## config.mk

```make
export PLATFORM = sky130hd
export DESIGN_NAME = display_frame_loader
export DESIGN_NICKNAME = d
export VERILOG_FILES = /design/src/rtl/display_pkg.sv /design/src/rtl/display_pixel_packer.sv /design/src/rtl/display_frame_loader.sv
export SDC_FILE = /design/constraint.sdc
export NUM_CORES = 1
export LEC_CHECK = 0
export ABC_AREA = 1
export ABC_CLOCK_PERIOD_IN_PS = 2800
export BUFFER_PORTS_ARGS = -buffer_cell sky130_fd_sc_hd__buf_2
export CORE_MARGIN = 2
export CORE_UTILIZATION = 35
export CTS_CLUSTER_DIAMETER = 40
export DETAILED_ROUTE_END_ITERATION = 16
export HOLD_SLACK_MARGIN = 0.1
export PLACE_DENSITY_LB_ADDON = 0.15
export SLEW_MARGIN = 20
export SYNTH_ARGS = -nofsm -noshare
export SYNTH_HDL_FRONTEND = slang
export SYNTH_SLANG_ARGS = --single-unit
```

## constraint.sdc

```tcl
create_clock -name clk -period 2.8 [get_ports clk]
set_input_delay 0.7 -clock clk [delete_from_list [all_inputs] [get_ports clk]]
set_output_delay 0.7 -clock clk [all_outputs]
set_load 0.02 [all_outputs]
```

## src/rtl/display_pkg.sv

```systemverilog
`default_nettype none
// ============================================================================
// Module   : display_pkg
// Purpose  : Shared types and geometry for the LED-matrix frame loader.
// Revision : 1.0 - initial release
// ============================================================================
package display_pkg;

    typedef enum logic [1:0] {
        IDLE      = 2'd0,
        LOAD      = 2'd1,
        WAIT_FLIP = 2'd2
    } loader_state_t;

    localparam int ROWS            = 8;
    localparam int COLUMNS         = 32;
    localparam int PIXEL_WIDTH     = 24;
    localparam int BYTES_PER_PIXEL = PIXEL_WIDTH / 8;

endpackage

`default_nettype wire

```

## src/rtl/display_pixel_packer.sv

```systemverilog
`default_nettype none
// ============================================================================
// Module   : display_pixel_packer
// Purpose  : Packs an MSB-first byte stream into pixels, strobing each pixel.
// Revision : 1.0 - initial release
// ============================================================================
module display_pixel_packer
    import display_pkg::*;
#(
    parameter int PIX_WIDTH = PIXEL_WIDTH
) (
    input  logic                 clk,
    input  logic                 rst,
    input  logic                 clear,
    input  logic                 shift,
    input  logic [7:0]           data,
    output logic [PIX_WIDTH-1:0] pixel,
    output logic                 pixel_done
);

    localparam int c_bpp     = PIX_WIDTH / 8;
    localparam int c_cntbits = (c_bpp > 1) ? $clog2(c_bpp) : 1;
    localparam logic [c_cntbits-1:0] c_last = c_cntbits'(c_bpp - 1);

    logic [c_cntbits-1:0] r_count;
    logic [c_cntbits-1:0] w_count;

    // clear together with shift restarts the pixel with this byte as byte 0
    assign w_count    = clear ? '0 : r_count;
    assign pixel_done = shift && (w_count == c_last);

    generate
        if (c_bpp > 1) begin : g_multi
            logic [PIX_WIDTH-9:0] r_acc;

            assign pixel = {r_acc, data};

            always_ff @(posedge clk or posedge rst) begin
                if (rst) begin
                    r_acc <= '0;
                end else if (shift) begin
                    r_acc <= pixel[PIX_WIDTH-9:0];
                end
            end
        end else begin : g_single
            assign pixel = data;
        end
    endgenerate

    always_ff @(posedge clk or posedge rst) begin
        if (rst) begin
            r_count <= '0;
        end else if (shift) begin
            r_count <= pixel_done ? '0 : w_count + 1'b1;
        end else if (clear) begin
            r_count <= '0;
        end
    end

endmodule

`default_nettype wire

```

## src/rtl/display_frame_loader.sv

```systemverilog
`default_nettype none
// ============================================================================
// Module   : display_frame_loader
// Purpose  : Loads SPI byte frames into the back buffer and flips buffers.
// Revision : 1.0 - initial release
// ============================================================================
module display_frame_loader
    import display_pkg::*;
#(
    parameter int NUM_ROWS    = ROWS,
    parameter int NUM_COLUMNS = COLUMNS,
    parameter int PIX_WIDTH   = PIXEL_WIDTH
) (
    input  logic                           clk,
    input  logic                           rst,
    input  logic [7:0]                     data,
    input  logic                           valid,
    input  logic                           sot,
    input  logic                           eot,
    input  logic                           safe_flip,
    output logic                           wen,
    output logic [$clog2(NUM_ROWS)-1:0]    wrow,
    output logic [$clog2(NUM_COLUMNS)-1:0] wcol,
    output logic [PIX_WIDTH-1:0]           wdata,
    output logic                           flip,
    output logic                           busy,
    output logic                           frame_err
);

    localparam int c_rowbits = $clog2(NUM_ROWS);
    localparam int c_colbits = $clog2(NUM_COLUMNS);
    localparam logic [c_rowbits-1:0] c_last_row = c_rowbits'(NUM_ROWS - 1);
    localparam logic [c_colbits-1:0] c_last_col = c_colbits'(NUM_COLUMNS - 1);

    loader_state_t        r_state, w_state;
    logic [c_rowbits-1:0] r_row, w_row, w_row_base;
    logic [c_colbits-1:0] r_col, w_col, w_col_base;
    logic                 r_tail, w_tail;       // frame complete, transfer still open
    logic                 r_overrun, w_overrun; // extra bytes seen in that tail
    logic                 r_drop, w_drop;       // discarding a rejected transfer
    logic                 w_wen, w_flip, w_err, w_track;
    logic [c_rowbits-1:0] w_wrow;
    logic [c_colbits-1:0] w_wcol;
    logic [PIX_WIDTH-1:0] w_wdata;
    logic                 w_start, w_clear, w_shift;
    logic                 w_pixel_done, w_frame_done;
    logic [PIX_WIDTH-1:0] w_pixel;

    assign w_start = valid && sot;

    display_pixel_packer #(
        .PIX_WIDTH (PIX_WIDTH)
    ) u_packer (
        .clk        (clk),
        .rst        (rst),
        .clear      (w_clear),
        .shift      (w_shift),
        .data       (data),
        .pixel      (w_pixel),
        .pixel_done (w_pixel_done)
    );

    // byte acceptance is decoded apart from the FSM to keep the packer path acyclic
    always_comb begin
        w_shift = 1'b0;
        w_clear = 1'b0;
        case (r_state)
            IDLE: begin
                if (!r_drop && w_start) begin
                    w_shift = 1'b1;
                    w_clear = 1'b1;
                end
            end
            LOAD: begin
                w_shift = valid;
                w_clear = w_start;
            end
            default: ;
        endcase
    end

    always_comb begin
        w_state      = r_state;
        w_tail       = r_tail;
        w_overrun    = r_overrun;
        w_drop       = r_drop;
        w_wen        = 1'b0;
        w_wrow       = wrow;
        w_wcol       = wcol;
        w_wdata      = wdata;
        w_flip       = flip;
        w_err        = 1'b0;
        w_track      = 1'b0;
        w_row_base   = w_clear ? '0 : r_row;
        w_col_base   = w_clear ? '0 : r_col;
        w_row        = w_row_base;
        w_col        = w_col_base;
        w_frame_done = w_pixel_done && (w_row_base == c_last_row) && (w_col_base == c_last_col);

        if (w_pixel_done) begin
            w_wen   = 1'b1;
            w_wrow  = w_row_base;
            w_wcol  = w_col_base;
            w_wdata = w_pixel;
            if (w_frame_done) begin
                w_row = '0;
                w_col = '0;
            end else if (w_col_base == c_last_col) begin
                w_row = w_row_base + 1'b1;
                w_col = '0;
            end else begin
                w_col = w_col_base + 1'b1;
            end
        end

        case (r_state)
            IDLE: begin
                if (!r_drop && w_start) begin
                    w_state   = LOAD;
                    w_tail    = 1'b0;
                    w_overrun = 1'b0;
                end else begin
                    w_track = 1'b1;
                end
            end
            LOAD: begin
                if (w_frame_done) begin
                    w_state   = WAIT_FLIP;
                    w_tail    = !eot;
                    w_overrun = 1'b0;
                end else if (eot) begin
                    w_state = IDLE;
                    w_err   = 1'b1;
                end
            end
            WAIT_FLIP: begin
                if (safe_flip) begin
                    w_flip  = !flip;
                    w_state = IDLE;
                end
                if (!r_drop && w_start) begin
                    w_drop    = !eot;
                    w_err     = 1'b1;
                    w_tail    = 1'b0;
                    w_overrun = 1'b0;
                end else begin
                    w_track = 1'b1;
                end
            end
            default: w_state = IDLE;
        endcase

        // bytes after a complete frame are only judged when the transfer ends
        if (w_track) begin
            if (r_drop) begin
                if (eot) begin
                    w_drop = 1'b0;
                end
            end else if (r_tail) begin
                if (valid) begin
                    w_overrun = 1'b1;
                end
                if (eot) begin
                    w_err     = r_overrun || valid;
                    w_tail    = 1'b0;
                    w_overrun = 1'b0;
                end
            end
        end
    end

    always_ff @(posedge clk or posedge rst) begin
        if (rst) begin
            r_state   <= IDLE;
            r_row     <= '0;
            r_col     <= '0;
            r_tail    <= 1'b0;
            r_overrun <= 1'b0;
            r_drop    <= 1'b0;
            wen       <= 1'b0;
            wrow      <= '0;
            wcol      <= '0;
            wdata     <= '0;
            flip      <= 1'b0;
            busy      <= 1'b0;
            frame_err <= 1'b0;
        end else begin
            r_state   <= w_state;
            r_row     <= w_row;
            r_col     <= w_col;
            r_tail    <= w_tail;
            r_overrun <= w_overrun;
            r_drop    <= w_drop;
            wen       <= w_wen;
            wrow      <= w_wrow;
            wcol      <= w_wcol;
            wdata     <= w_wdata;
            flip      <= w_flip;
            busy      <= (w_state != IDLE);
            frame_err <= w_err;
        end
    end

endmodule

`default_nettype wire

```

==> Word level (Yosys, flattened, before mapping) <==
Index checks and enable logic that the tools add are counted.
{ "word_totals": {"output_inout_bits": 36, "wordCells": 85, "register_bits": 67} }
{ "classes": {"reduce_logical": 13, "addsub": 3, "n_eq_ne": 5, "muxes": 49} }
{ "ops": {"columns": ["cell", "count"], "rows": [
  ["$mux W1", 28],
  ["$mux W5", 4],
  ["$mux W2", 7],
  ["$mux W3", 4],
  ["$pmux W1 S2", 5],
  ["$pmux W2 S3", 1],
  ["$add A5 B1 Y5 const B", 1],
  ["$eq A5 B5 Y1 const B", 1],
  ["$logic_and A1 B1 Y1", 5],
  ["$eq A2 B2 Y1 const B", 2],
  ["$add A3 B1 Y3 const B", 1],
  ["$eq A3 B3 Y1 const B", 1],
  ["$logic_not A1 Y1", 3],
  ["$add A2 B1 Y2 const B", 1],
  ["$eq A2 B1 Y1 const B", 1],
  ["$logic_not A2 Y1", 1],
  ["$reduce_and A2 Y1", 1],
  ["$reduce_bool A2 Y1", 1],
  ["$reduce_or A2 Y1", 1],
  ["$logic_or A1 B1 Y1", 1]
]} }

==> Logic depth before layout (Yosys ltp) <==
Gate-level depths: netlist of run 1.
{ "depth": {"ltp_word": 16, "ltp_mapped": 18, "ltp_nobuf": 18} }

==> Hierarchy <==
A second synthesis of run 1 with hierarchy kept.
{ "hier_totals": {"cells_unflattened": 342, "hier_area_um2": 3031.7} }
{ "by_module_without_submodules": {"columns": ["mod", "area_each_um2", "n_inst", "cells_per_inst"], "rows": [
  ["display_frame_loader", 2237.1, 1, 256],
  ["display_pixel_packer", 794.5, 1, 86]
]} }

==> Worst setup path after synthesis of run 1 <==
OpenSTA, ideal clock, no wires.
{ "synth_path": {"kind": "input to register", "from": "in sot", "to": "reg busy", "path_stages": 15, "slack_ps": 487, "t_arrival_ps": 2188, "t_required_ps": 2676, "cell_sequence": "nand4_2 nand2_1 inv_1 nand2_1 inv_1 ha_1 nand2_1 nor2_1 ha_1 nand2_1 inv_1 nand2_2 o21ai_0 a21oi_1 nand2_1"} }
{ "synth_via": {"word_cells_on_any_way": 18, "cone_classes": "3 x eq/ne; 9 x mux; 6 x reduce/logical"} }
{ "synth_lines": {"columns": ["item", "line", "text"], "rows": [
  ["start: declaration", "display_frame_loader.sv:18", "input logic sot,"],
  ["$logic_and A1 B1 Y1 (*)", "display_frame_loader.sv:49", "assign w_start = valid && sot;"],
  ["$logic_and A1 B1 Y1", "display_frame_loader.sv:69", "if (!r_drop && w_start) begin"],
  ["$mux W1", "display_frame_loader.sv:69", null],
  ["$pmux W1 S2 (*)", "display_frame_loader.sv:67", "case (r_state)"],
  ["$mux W5 (*)", "display_frame_loader.sv:95", "w_col_base = w_clear ? '0 : r_col;"],
  ["via w_col_base[1]", "display_frame_loader.sv:37", "logic [c_colbits-1:0] r_col, w_col, w_col_base;"],
  ["$eq A5 B5 Y1 (*)", "display_frame_loader.sv:98", "w_frame_done = w_pixel_done && (w_row_base == c_last_row) && (w_col_base == c_last_col);"],
  ["$logic_and A1 B1 Y1 (*)", "display_frame_loader.sv:98", null],
  ["$mux W2 (*)", "display_frame_loader.sv:127", "if (w_frame_done) begin"],
  ["$pmux W2 S3 (*)", "display_frame_loader.sv:116", "case (r_state)"],
  ["$reduce_bool A2 Y1 (*)", "display_frame_loader.sv:199", "busy <= (w_state != IDLE);"],
  ["end signal: assignment", "display_frame_loader.sv:199", null],
  ["end: declaration", "display_frame_loader.sv:26", "output logic busy,"]
]} }
Mark *: on every way through the listed nets, which the timed path passes. The rest lies on a longest branch.
A chain may end at the register's enable or synchronous reset.

==> Final worst setup path of run 1 <==
{ "layout_path": {"from": "reg r_state[0]", "to": "reg busy"} }
{ "layout_via": {"word_cells_on_any_way": 20, "cone_classes": "5 x eq/ne; 10 x mux; 5 x reduce/logical"} }
{ "layout_lines": {"columns": ["item", "line", "text"], "rows": [
  ["start: declaration", "display_frame_loader.sv:35", "loader_state_t r_state, w_state;"],
  ["start signal: assignment", "display_frame_loader.sv:188", "r_state <= w_state;"],
  ["$eq A2 B1 Y1 / $logic_not A2 Y1 (equally long branches)", "display_frame_loader.sv:67", null],
  ["$pmux W1 S2 (*)", "display_frame_loader.sv:67", null],
  ["$mux W5 (*)", "display_frame_loader.sv:95", null],
  ["via w_col_base[1]", "display_frame_loader.sv:37", null],
  ["$eq A5 B5 Y1 (*)", "display_frame_loader.sv:98", null],
  ["$logic_and A1 B1 Y1 (*)", "display_frame_loader.sv:98", null],
  ["$mux W2 (*)", "display_frame_loader.sv:127", null],
  ["$pmux W2 S3 (*)", "display_frame_loader.sv:116", null],
  ["$reduce_bool A2 Y1 (*)", "display_frame_loader.sv:199", null]
]} }
Marks and branches as above.

==> flow_summary.yaml, run 1 <==
min_path:
  hold_path.class: "in2async"
global_routing:
  met1_usage_pct: 19.6
  all_layer_global_routing_usage_pct: 14.3
  grt.busiest_layer: "met2"
  grt_first_pass_wirelength_um: 9680
  overflow: 0
  gr-usage-met2_pct: 20.7
  global_route.usage.met3_pct: 2.87
  grt_start_max_net_pins: 48
  grt_pass1_vias: 2042
  grt_antenna_before_repair: 0
worst_setup_path:
  worstPathCellList: "inv_1 -> ha_2 -> nand4_4 -> nand2_4 -> clkinvlp_4 -> nand2_1 -> inv_1 -> ha_1 -> nand2_1 -> nor2_1 -> ha_1 -> nand2_1 -> inv_1 -> nand2_2 -> o21ai_0 -> a21oi_1 -> nand2_1"
  worst-setup-path-type: "reg2reg"
  critical_path_endpoint_category: "flop"
  crit_path_max_incr_delay_ps: 430
  worst_path_most_repeated_cell: "sky130_fd_sc_hd__nand2_1"
  arrival_ps: 2840
  cell_family_with_the_largest_share_of_critical_path_delay: "simple AND/OR/NAND/NOR gates"
  timing.critical_path.slowest_stage_cell: "sky130_fd_sc_hd__dfrtp_1"
  cp_num_buf_inv: 4
  peak_fanout_along_the_critical_path: 7
  worstPathRequired_ps: 3030
  crit_path_start_kind: "flop"
finish:
  drive_gt1_share_pct: 23.6
  areaGrowthSynthToFinish_pct: 21.5
  most-common-layout-cells: "sky130_fd_sc_hd__nand2_1 (90), sky130_fd_sc_hd__dfrtp_1 (67), sky130_fd_sc_hd__buf_2 (49)"
  antennaDiodeCount: 0
  most_common_cell_after_layout_fill_and_taps_aside: "sky130_fd_sc_hd__nand2_1"
  nets: 394
clocking:
  cts_buffer_depth: 2
  ctsHoldBuffers: 0
  clk_pin_slew_worst_paths_ps: 70
  cts_inserted_buffers: 9
  cts_root_buf: "sky130_fd_sc_hd__clkbuf_8"
  cts.sinks: 67
  tritoncts: "yes"
  worst_skew_pair.late_latency_ps: 350
  clock_tree.htree_level_count: 3
synthesis:
  synth_cell_type_count: 26
  post-synth-top-area-fraction_pct: 58.0
  syn_nets: 336
  postSynthRegisterBits: 67
  synth_area_um2: 2890
  count_of_yosys_warnings_during_synthesis: 0
  avgSynthCellArea_um2: 9.21
  synth.yosys.seq_area_share_pct: 58.0
  synthesis.instances: 314
  synth_top_cells_by_area: "sky130_fd_sc_hd__dfrtp_1 (58%), sky130_fd_sc_hd__nand2_1 (12%), sky130_fd_sc_hd__inv_1 (5.4%)"
  yosysTopAreaCell: "sky130_fd_sc_hd__dfrtp_1"
timing:
  fin_crit_sh_pct: 93.2
  post-route-min-period_ps: 2610
  finClkSkew_ps: 9.10
  setup-violations-final: 0
  whs_ps: 405
  fmaxAchievable_mhz: 383
  slew_margin_rel_pct: 61.9
  finalHoldViolations: 0
  slew_at_the_pin_closest_to_its_max_slew_limit_ps: 570
  fin_tns_setup_ps: 0
  drv_slew: 0
pwr:
  irDropWorstVdd_mv: 0.432
  p_total_mw: 3.38
  power_per_cell_area_nw_per_um2: 962
  power.static_leakage_nw: 1.88
place:
  place.gp.congestion: 0.809
  port-buffer-count: 49
  dpl.hpwl_um: 4010
floorplanning:
  die_height_um: 94.9
  core_area_um2: 8090
  placementRows: 33
  die-width_um: 94.9
  dieArea_um2: 9010
  floorplan.initialDensity_pct: 35.7
  ios: 50
job:
  drv_cap: 0
drt:
  drt_drc: 0
  num_vias: 2150
  antenna_violating_nets_post_route: 0
  routed_length_per_instance_um: 12.0
  first_pass_iters: 4
  total_detailed_routing_wirelength_um: 5770
  drt-initial-drc-count: 77
  viasPerCell: 4.46
outcome:
  run_status: "finished clean"
[synth_stat cells]
master and instances:
sky130_fd_sc_hd__a21oi_1 4, sky130_fd_sc_hd__inv_2 2, sky130_fd_sc_hd__nor2_8 1, sky130_fd_sc_hd__dfrtp_1 67, sky130_fd_sc_hd__buf_4 1, sky130_fd_sc_hd__o21ai_2 4
sky130_fd_sc_hd__nor2_4 1, sky130_fd_sc_hd__xnor2_1 1, sky130_fd_sc_hd__nand3_1 11, sky130_fd_sc_hd__nand2_2 1, sky130_fd_sc_hd__nand4_1 3, sky130_fd_sc_hd__o31ai_1 2
sky130_fd_sc_hd__clkbuf_1 5, sky130_fd_sc_hd__o21ai_0 30, sky130_fd_sc_hd__nor2_1 11, sky130_fd_sc_hd__xor2_1 2, sky130_fd_sc_hd__nand4_2 1, sky130_fd_sc_hd__nand2_1 91
sky130_fd_sc_hd__nand3b_1 1, sky130_fd_sc_hd__nor3_1 1, sky130_fd_sc_hd__ha_1 8, sky130_fd_sc_hd__buf_6 5, sky130_fd_sc_hd__nand2_4 1, sky130_fd_sc_hd__o21ai_1 17
sky130_fd_sc_hd__a31oi_1 1, sky130_fd_sc_hd__inv_1 42
[through the flow]
| stage | setup WS, ps | area (µm²) | std cells | utilization (%) |
|---|---|---|---|---|
| finish | 189 | 3510 | 482 | 43.4 |
| global route | -24.7 | 3510 | 482 | 43.4 |
| CTS | 128 | 3470 | 479 | 42.9 |
| detailed placement | 52.3 | 3260 | 463 | 40.2 |
| global placement | 156 | 3260 | 463 | 40.2 |
| floorplan | 417 | 2890 | 314 | - |
[worst paths after layout]
kind	end	start	depth (start not counted)	slack, ps
max	busy	r_state[0]	17	190
min	wdata[4]	rst	2	410
max reg2reg	busy	r_state[0]	17	190
min reg2reg	flip	flip	1	470
max in group asynchronous	wdata[8]	rst	3	1770
min in group clk	flip	flip	1	470
[kinds of logic after synthesis]
logic type	Yosys count	share of synthesized area, %
compound gates	58	10.8
flops	67	58.0
xor+xnor	3	0.908
fa+ha+maj	8	3.46
simple gates	123	18.3
buf+inv	55	8.56
[state kept, by name (all words and copies together), names as in the netlist, 2 cells and up]
register and cells:
u_packer.g_multi.r_acc 16, r_col 5, r_state 2, r_row 3, wdata 24, u_packer.r_count 2, wcol 5, wrow 3
[area by class of cell]
type | count | area, µm²
clock buffer | 11 | 151
clock inverter | 5 | 61.3
fill | 845 | 4580
inverter | 44 | 169
multi-input combinational | 192 | 987
sequential | 67 | 1680
tap | 105 | 131
timing repair buffer | 58 | 338
[per-layer routing]
layer / share of wire (%) / up-vias
met2: 44 / 43
met3: 3.8 / 12
li1: - / 1106
met5: 0 / -
met1: 50 / 989
met4: 2.2 / 0
[power breakdown]
part / switching (mW) / total [mW] / internal (mW)
registers: 0.142 / 1.43 / 1.28
logic: 0.734 / 1.12 / 0.383
clock network: 0.377 / 0.838 / 0.461
total: 1.25 / 3.38 / 2.13
[timing repair]
action | in CTS | in global routing
endpoints found under the setup margin | 0 | 7
hold endpoints to repair | 0 | 0
setup buffers | 0 | 3
gates resized for setup | 0 | 5
Note: power is estimated with default switching activity, not from simulation.
==> run 2, diff against run 1 <==
--- a/config.mk
+++ b/config.mk
@@ -5,11 +5,10 @@
 export SDC_FILE = /design/constraint.sdc
 export NUM_CORES = 1
 export LEC_CHECK = 0
-export ABC_AREA = 1
 export ABC_CLOCK_PERIOD_IN_PS = 2800
 export BUFFER_PORTS_ARGS = -buffer_cell sky130_fd_sc_hd__buf_2
 export CORE_MARGIN = 2
-export CORE_UTILIZATION = 35
+export CORE_UTILIZATION = 55
 export CTS_CLUSTER_DIAMETER = 40
 export DETAILED_ROUTE_END_ITERATION = 16
 export HOLD_SLACK_MARGIN = 0.1
==> constraint.sdc (replaced) <==
create_clock -name clk -period 2.8 [get_ports clk]
set_input_delay 0.14 -clock clk [delete_from_list [all_inputs] [get_ports clk]]
set_output_delay 0.14 -clock clk [all_outputs]
set_load 0.02 [all_outputs]
==> flow_summary.yaml, run 2 <==
floorplanning:
  ios: 50
  core_area_um2: 5110
  die-width_um: 76.8
  placementRows: 26
  dieArea_um2: 5900
  die_height_um: 76.8
  floorplan.initialDensity_pct: 57.1
clocking:
  cts_root_buf: "sky130_fd_sc_hd__clkbuf_8"
  cts_buffer_depth: 2
  clock_tree.htree_level_count: 3
  worst_skew_pair.late_latency_ps: 340
  cts.repair_timing.setup_buffer_count: 0
  cts.sinks: 67
  cts_inserted_buffers: 9
  clk_pin_slew_worst_paths_ps: 70
  tritoncts: "yes"
finish:
  final-instance-count-excl-fill: 423
  largest_register: "wdata"
  areaGrowthSynthToFinish_pct: 22.5
  largest_reg_flops: 24
  nets: 370
  antennaDiodeCount: 0
  drive_gt1_share_pct: 28.0
  most-common-layout-cells: "sky130_fd_sc_hd__nand2_1 (108), sky130_fd_sc_hd__dfrtp_1 (66), sky130_fd_sc_hd__buf_2 (49)"
  layout_top_registers: "wdata x24, u_packer.g_multi.r_acc x16"
  post_route_design_area_um2: 3570
  most_common_cell_after_layout_fill_and_taps_aside: "sky130_fd_sc_hd__nand2_1"
drt:
  viasPerCell: 5.08
  routed_length_per_instance_um: 13.2
  drt_drc: 0
  total_detailed_routing_wirelength_um: 5570
  first_pass_iters: 4
  antenna_violating_nets_post_route: 0
  drt-initial-drc-count: 139
  num_vias: 2147
pwr:
  sw_frac_of_total_pct: 33.9
  power_per_cell_area_nw_per_um2: 909
  comb_power_share_pct: 29.7
  p_total_mw: 3.25
  power.static_leakage_nw: 1.88
  switching_power_mw: 1.10
  clockPowerShare_pct: 25.8
  seq_power_share_pct: 44.5
  irDropWorstVdd_mv: 0.500
  cellInternalPower_mw: 2.15
synthesis:
  synthesis.instances: 282
  avgSynthCellArea_um2: 10.3
  async_reset_ff_share_pct: 100
  synth_edf_count: 0
  synth_area_um2: 2920
  syn_nets: 304
  most_frequently_used_flop_master_after_synthesis: "sky130_fd_sc_hd__dfrtp_1"
  synth.yosys.seq_area_share_pct: 57.5
  synth_top_cells_by_count: "sky130_fd_sc_hd__nand2_1 (108), sky130_fd_sc_hd__dfrtp_1 (67), sky130_fd_sc_hd__mux2_2 (17), sky130_fd_sc_hd__ha_1 (8)"
  postSynthRegisterBits: 67
  post-synth-top-area-fraction_pct: 57.5
  yosysTopAreaCell: "sky130_fd_sc_hd__dfrtp_1"
  count_of_yosys_warnings_during_synthesis: 0
  synth_cell_type_count: 42
  synth.most_common_cell: "sky130_fd_sc_hd__nand2_1"
  synth_top_cells_by_area: "sky130_fd_sc_hd__dfrtp_1 (57%), sky130_fd_sc_hd__nand2_1 (14%), sky130_fd_sc_hd__mux2_2 (6.6%)"
timing:
  final.setup.worst_slack_ps: 179
  whs_ps: 175
  setup-violations-final: 0
  finClkSkew_ps: 8.12
  drv_slew: 0
  post-route-min-period_ps: 2620
  finalHoldViolations: 0
  fmaxAchievable_mhz: 382
  fin_crit_sh_pct: 93.6
  slew_at_the_pin_closest_to_its_max_slew_limit_ps: 414
  rsz0062_at_grt: "no"
  slew_margin_rel_pct: 72.4
global_routing:
  all_layer_global_routing_usage_pct: 20.6
  grt_antenna_before_repair: 0
  grt_start_max_net_pins: 68
  grt_first_pass_wirelength_um: 9560
  overflow: 0
  grt_pass1_vias: 2022
place:
  post_dp_cell_area_um2: 3240
  dp_slack_ps: -99.7
  port-buffer-count: 49
  dpl.hpwl_um: 3510
  dp_cells: 396
  place.gp.congestion: 0.801
worst_setup_path:
  r2r-end: "r_overrun"
  peak_fanout_along_the_critical_path: 8
  crit_path_start_kind: "flop"
  worst-setup-path-type: "reg2reg"
  reg2reg_depth: 13
  worstPathRequired_ps: 3020
  critical_path_endpoint_category: "flop"
  setup.reg_to_reg.worst_slack_ps: 180
  worstReg2RegStart: "r_state[0]"
  arrival_ps: 2840
min_path:
  hold_depth: 2
  hold_end: "r_overrun"
  hold_path.class: "in2reg"
  holdCritStartpoint: "valid"
outcome:
  run_status: "finished clean"
job:
  drv_cap: 0
run 2: cell types whose count changed in the layout (fill, tap and decap cells not counted), sizes merged, moves of 5 or more:
cell	before	now
dlygate4sd3	0	11
inv	43	8
mux2	0	18
nand3	11	6
nand2	93	108
nor2	13	3
and2	0	6
o21ai	51	8
run 2: critical path, cell delays in order, from the launching register on:
cell and delay [ps]:
sky130_fd_sc_hd__dfrtp_2 410, sky130_fd_sc_hd__inv_1 90, sky130_fd_sc_hd__ha_1 220, sky130_fd_sc_hd__nor2b_1 160
sky130_fd_sc_hd__o21ai_2 190, sky130_fd_sc_hd__and2_1 180, sky130_fd_sc_hd__ha_1 160, sky130_fd_sc_hd__nand2_1 50
sky130_fd_sc_hd__nor2_1 110, sky130_fd_sc_hd__ha_2 260, sky130_fd_sc_hd__nand2_1 100, sky130_fd_sc_hd__o31ai_2 230
sky130_fd_sc_hd__a22oi_1 130, sky130_fd_sc_hd__a32o_1 220
run 2: worst max-delay path by stage:
stage | depth (start not counted) | to | slack (ps) | from
floorplan | 15 | r_overrun | 50 | r_state[0]
finish | 13 | r_overrun | 180 | r_state[0]
global placement | 13 | r_overrun | 70 | r_state[0]
CTS | 13 | r_overrun | 30 | r_state[0]
detailed placement | 13 | r_overrun | -100 | r_state[0]
global route | 13 | r_overrun | 50 | r_state[0]
run 2: timing repair:
item / 4_1_cts / 5_1_grt
resized for setup: 2 / 3
endpoints found under the setup margin: 4 / 4
endpoints found under the hold margin: 85 / 0
hold buffers: 11 / 0
run 2: final cells by class:
class / instances / area, µm²
clock buffer: 11 / 151
inverter: 8 / 42.5
clock inverter: 5 / 60.1
sequential: 67 / 1680
tap: 70 / 87.6
fill: 418 / 1530
multi-input combinational: 196 / 1140
timing repair buffer: 66 / 413
run 2: per-stage QoR:
step                util (%)  TNS [ps]
detailed placement      63.4      -140
finish                  70.0         0
global placement        63.4         0
floorplan                  -         0
CTS                     69.8         0
global route            70.0         0
run 2: power groups by stage:
| stage | logic (mW) | clock network, mW | registers, mW |
|---|---|---|---|
| global route | 1.07 | 0.898 | 1.48 |
| detailed placement | 0.945 | 0 | 1.46 |
| finish | 0.965 | 0.840 | 1.45 |
| floorplan | 0.474 | 0 | 1.62 |
| global placement | 0.919 | 0 | 1.45 |
| CTS | 0.965 | 0.860 | 1.44 |
run 2: logic make-up (layout without fill, tap and decap cells):
family	after synthesis	in the layout	synth area share [%]
AOI/OAI and AO/OA	26	26	6.09
xor gates and xnor gates	2	2	0.600
adders and majority gates	8	8	3.43
buffers and inverters	19	90	3.77
DFF	67	67	57.5
muxes	19	19	7.29
and+or+nand+nor	141	141	21.4
run 2: layer usage:
layer | vias to the layer above | global-route usage (%) | share of wire (%)
met5 | - | 0 | 0
met4 | 0 | 10.7 | 1.8
met3 | 7 | 4.35 | 4.1
met2 | 53 | 31.0 | 45
met1 | 1028 | 28.2 | 49
li1 | 1059 | - | -
==> run 3, diff against run 2 <==
--- a/config.mk
+++ b/config.mk
@@ -13,6 +13,7 @@
 export DETAILED_ROUTE_END_ITERATION = 16
 export HOLD_SLACK_MARGIN = 0.1
 export PLACE_DENSITY_LB_ADDON = 0.15
+export RECOVER_POWER = 100
 export SLEW_MARGIN = 20
 export SYNTH_ARGS = -nofsm -noshare
 export SYNTH_HDL_FRONTEND = slang
==> flow_summary.yaml, run 3 (same netlist as run 2, synthesis figures left out) <==
timing:
  slew_margin_rel_pct: -3.72
  drv_slew: 68
  finClkSkew_ps: 9.90
  fin_crit_sh_pct: 94.8
  slew_at_the_pin_closest_to_its_max_slew_limit_ps: 1560
  finalHoldViolations: 0
  setup-violations-final: 0
  post-route-min-period_ps: 2650
  fin_tns_setup_ps: 0
  fmaxAchievable_mhz: 377
  rsz0062_at_grt: "no"
finish:
  most-common-layout-cells: "sky130_fd_sc_hd__nand2_1 (108), sky130_fd_sc_hd__dfrtp_1 (66), sky130_fd_sc_hd__clkbuf_1 (38)"
  layout_top_registers: "wdata x24, u_packer.g_multi.r_acc x16"
  largest_reg_flops: 24
  areaGrowthSynthToFinish_pct: 20.1
  antennaDiodeCount: 0
  drive_gt1_share_pct: 16.7
  largest_register: "wdata"
  nets: 370
  post_route_design_area_um2: 3500
  post-route-util_pct: 68.6
  most_common_cell_after_layout_fill_and_taps_aside: "sky130_fd_sc_hd__nand2_1"
worst_setup_path:
  critical_path_endpoint_category: "flop"
  cp_num_buf_inv: 1
  cell_family_with_the_largest_share_of_critical_path_delay: "compound AO/OA/AOI/OAI gates"
  crit_path_max_incr_delay_ps: 410
  arrival_ps: 2880
  peak_fanout_along_the_critical_path: 8
  reg2reg_depth: 13
  worstReg2RegStart: "r_state[0]"
  worst-setup-path-type: "reg2reg"
  timing.critical_path.slowest_stage_cell: "sky130_fd_sc_hd__dfrtp_2"
  r2r-end: "r_overrun"
  crit_path_start: "r_state[0]"
  worstPathCellList: "inv_1 -> ha_1 -> nor2b_1 -> o21ai_2 -> and2_0 -> ha_1 -> nand2_1 -> nor2_1 -> ha_2 -> nand2_1 -> o31ai_2 -> a22oi_1 -> a32o_1"
  worstPathRequired_ps: 3020
  setup.reg_to_reg.worst_slack_ps: 150
  crit_path_start_kind: "flop"
floorplanning:
  core_area_um2: 5110
  dieArea_um2: 5900
  die_height_um: 76.8
  die-width_um: 76.8
  ios: 50
  floorplan.initialDensity_pct: 57.1
  placementRows: 26
global_routing:
  grt_antenna_before_repair: 0
  overflow: 0
  grt_first_pass_wirelength_um: 9560
  all_layer_global_routing_usage_pct: 20.6
  grt_start_max_net_pins: 68
  grt_pass1_vias: 2022
pwr:
  irDropWorstVdd_mv: 0.502
  p_total_mw: 3.20
  power.static_leakage_nw: 1.72
  power_per_cell_area_nw_per_um2: 913
clocking:
  worst_skew_pair.late_latency_ps: 340
  clk_pin_slew_worst_paths_ps: 70
  clock_tree.htree_level_count: 3
  tritoncts: "yes"
  cts.repair_timing.setup_buffer_count: 0
  cts_inserted_buffers: 9
  cts.sinks: 67
  cts_root_buf: "sky130_fd_sc_hd__clkbuf_8"
  cts_buffer_depth: 2
drt:
  total_detailed_routing_wirelength_um: 5630
  first_pass_iters: 4
  drt_drc: 0
  antenna_violating_nets_post_route: 0
  num_vias: 2121
  viasPerCell: 5.01
  drt-initial-drc-count: 131
  routed_length_per_instance_um: 13.3
outcome:
  failed_checks: "max-capacitance violations, max-slew violations"
  run_status: "finished, violations left"
place:
  place.gp.congestion: 0.801
  post_dp_cell_area_um2: 3240
  port-buffer-count: 49
  dpl.hpwl_um: 3510
min_path:
  hold_end: "r_overrun"
  hold_depth: 2
  hold_path.class: "in2reg"
  holdCritStartpoint: "valid"
job:
  drv_cap: 1
==> run 3: metrics by stage <==
step                instances  worst slack, ps  hold slack [ps]
finish                    423              147              172
global placement          396             66.0              238
CTS                       423             29.0              145
floorplan                 282             47.2              245
global route              423             28.8              154
detailed placement        396            -99.7              241
==> run 3: where the power goes <==
group          internal, mW  switching [mW]
combinational         0.360           0.547
clock                 0.463           0.380
sequential             1.27           0.181
total                  2.09            1.11
==> run 3: how the worst max path moves through the flow <==
stage,depth (start not counted),slack (ps),endpoint
2_1_floorplan,15,50,r_overrun
3_3_place_gp,13,70,r_overrun
3_5_place_dp,13,-100,r_overrun
4_1_cts,13,30,r_overrun
5_1_grt,13,30,r_overrun
6_report,13,150,r_overrun
==> run 3: timing repair <==
item / 4_1_cts / 5_1_grt
gates resized for setup: 2 / 3
hold endpoints to repair: 85 / 0
hold buffers: 11 / 0
endpoints found under the setup margin: 4 / 4
==> run 3: layout make-up <==
cell class,instances,area [µm²]
well taps,70,87.6
clock inverters,5,60.1
flip-flops and latches,67,1680
fillers,435,1600
inverters,8,42.5
clock buffers,11,151
repair buffers,66,345
multi-input cells,196,1140
==> run 3: layer usage <==
| layer | wire, µm | track usage, % |
|---|---|---|
| met2 | 2500 | 31.0 |
| met4 | 123 | 10.7 |
| met3 | 211 | 4.35 |
| met5 | 0 | 0 |
| met1 | 2790 | 28.2 |
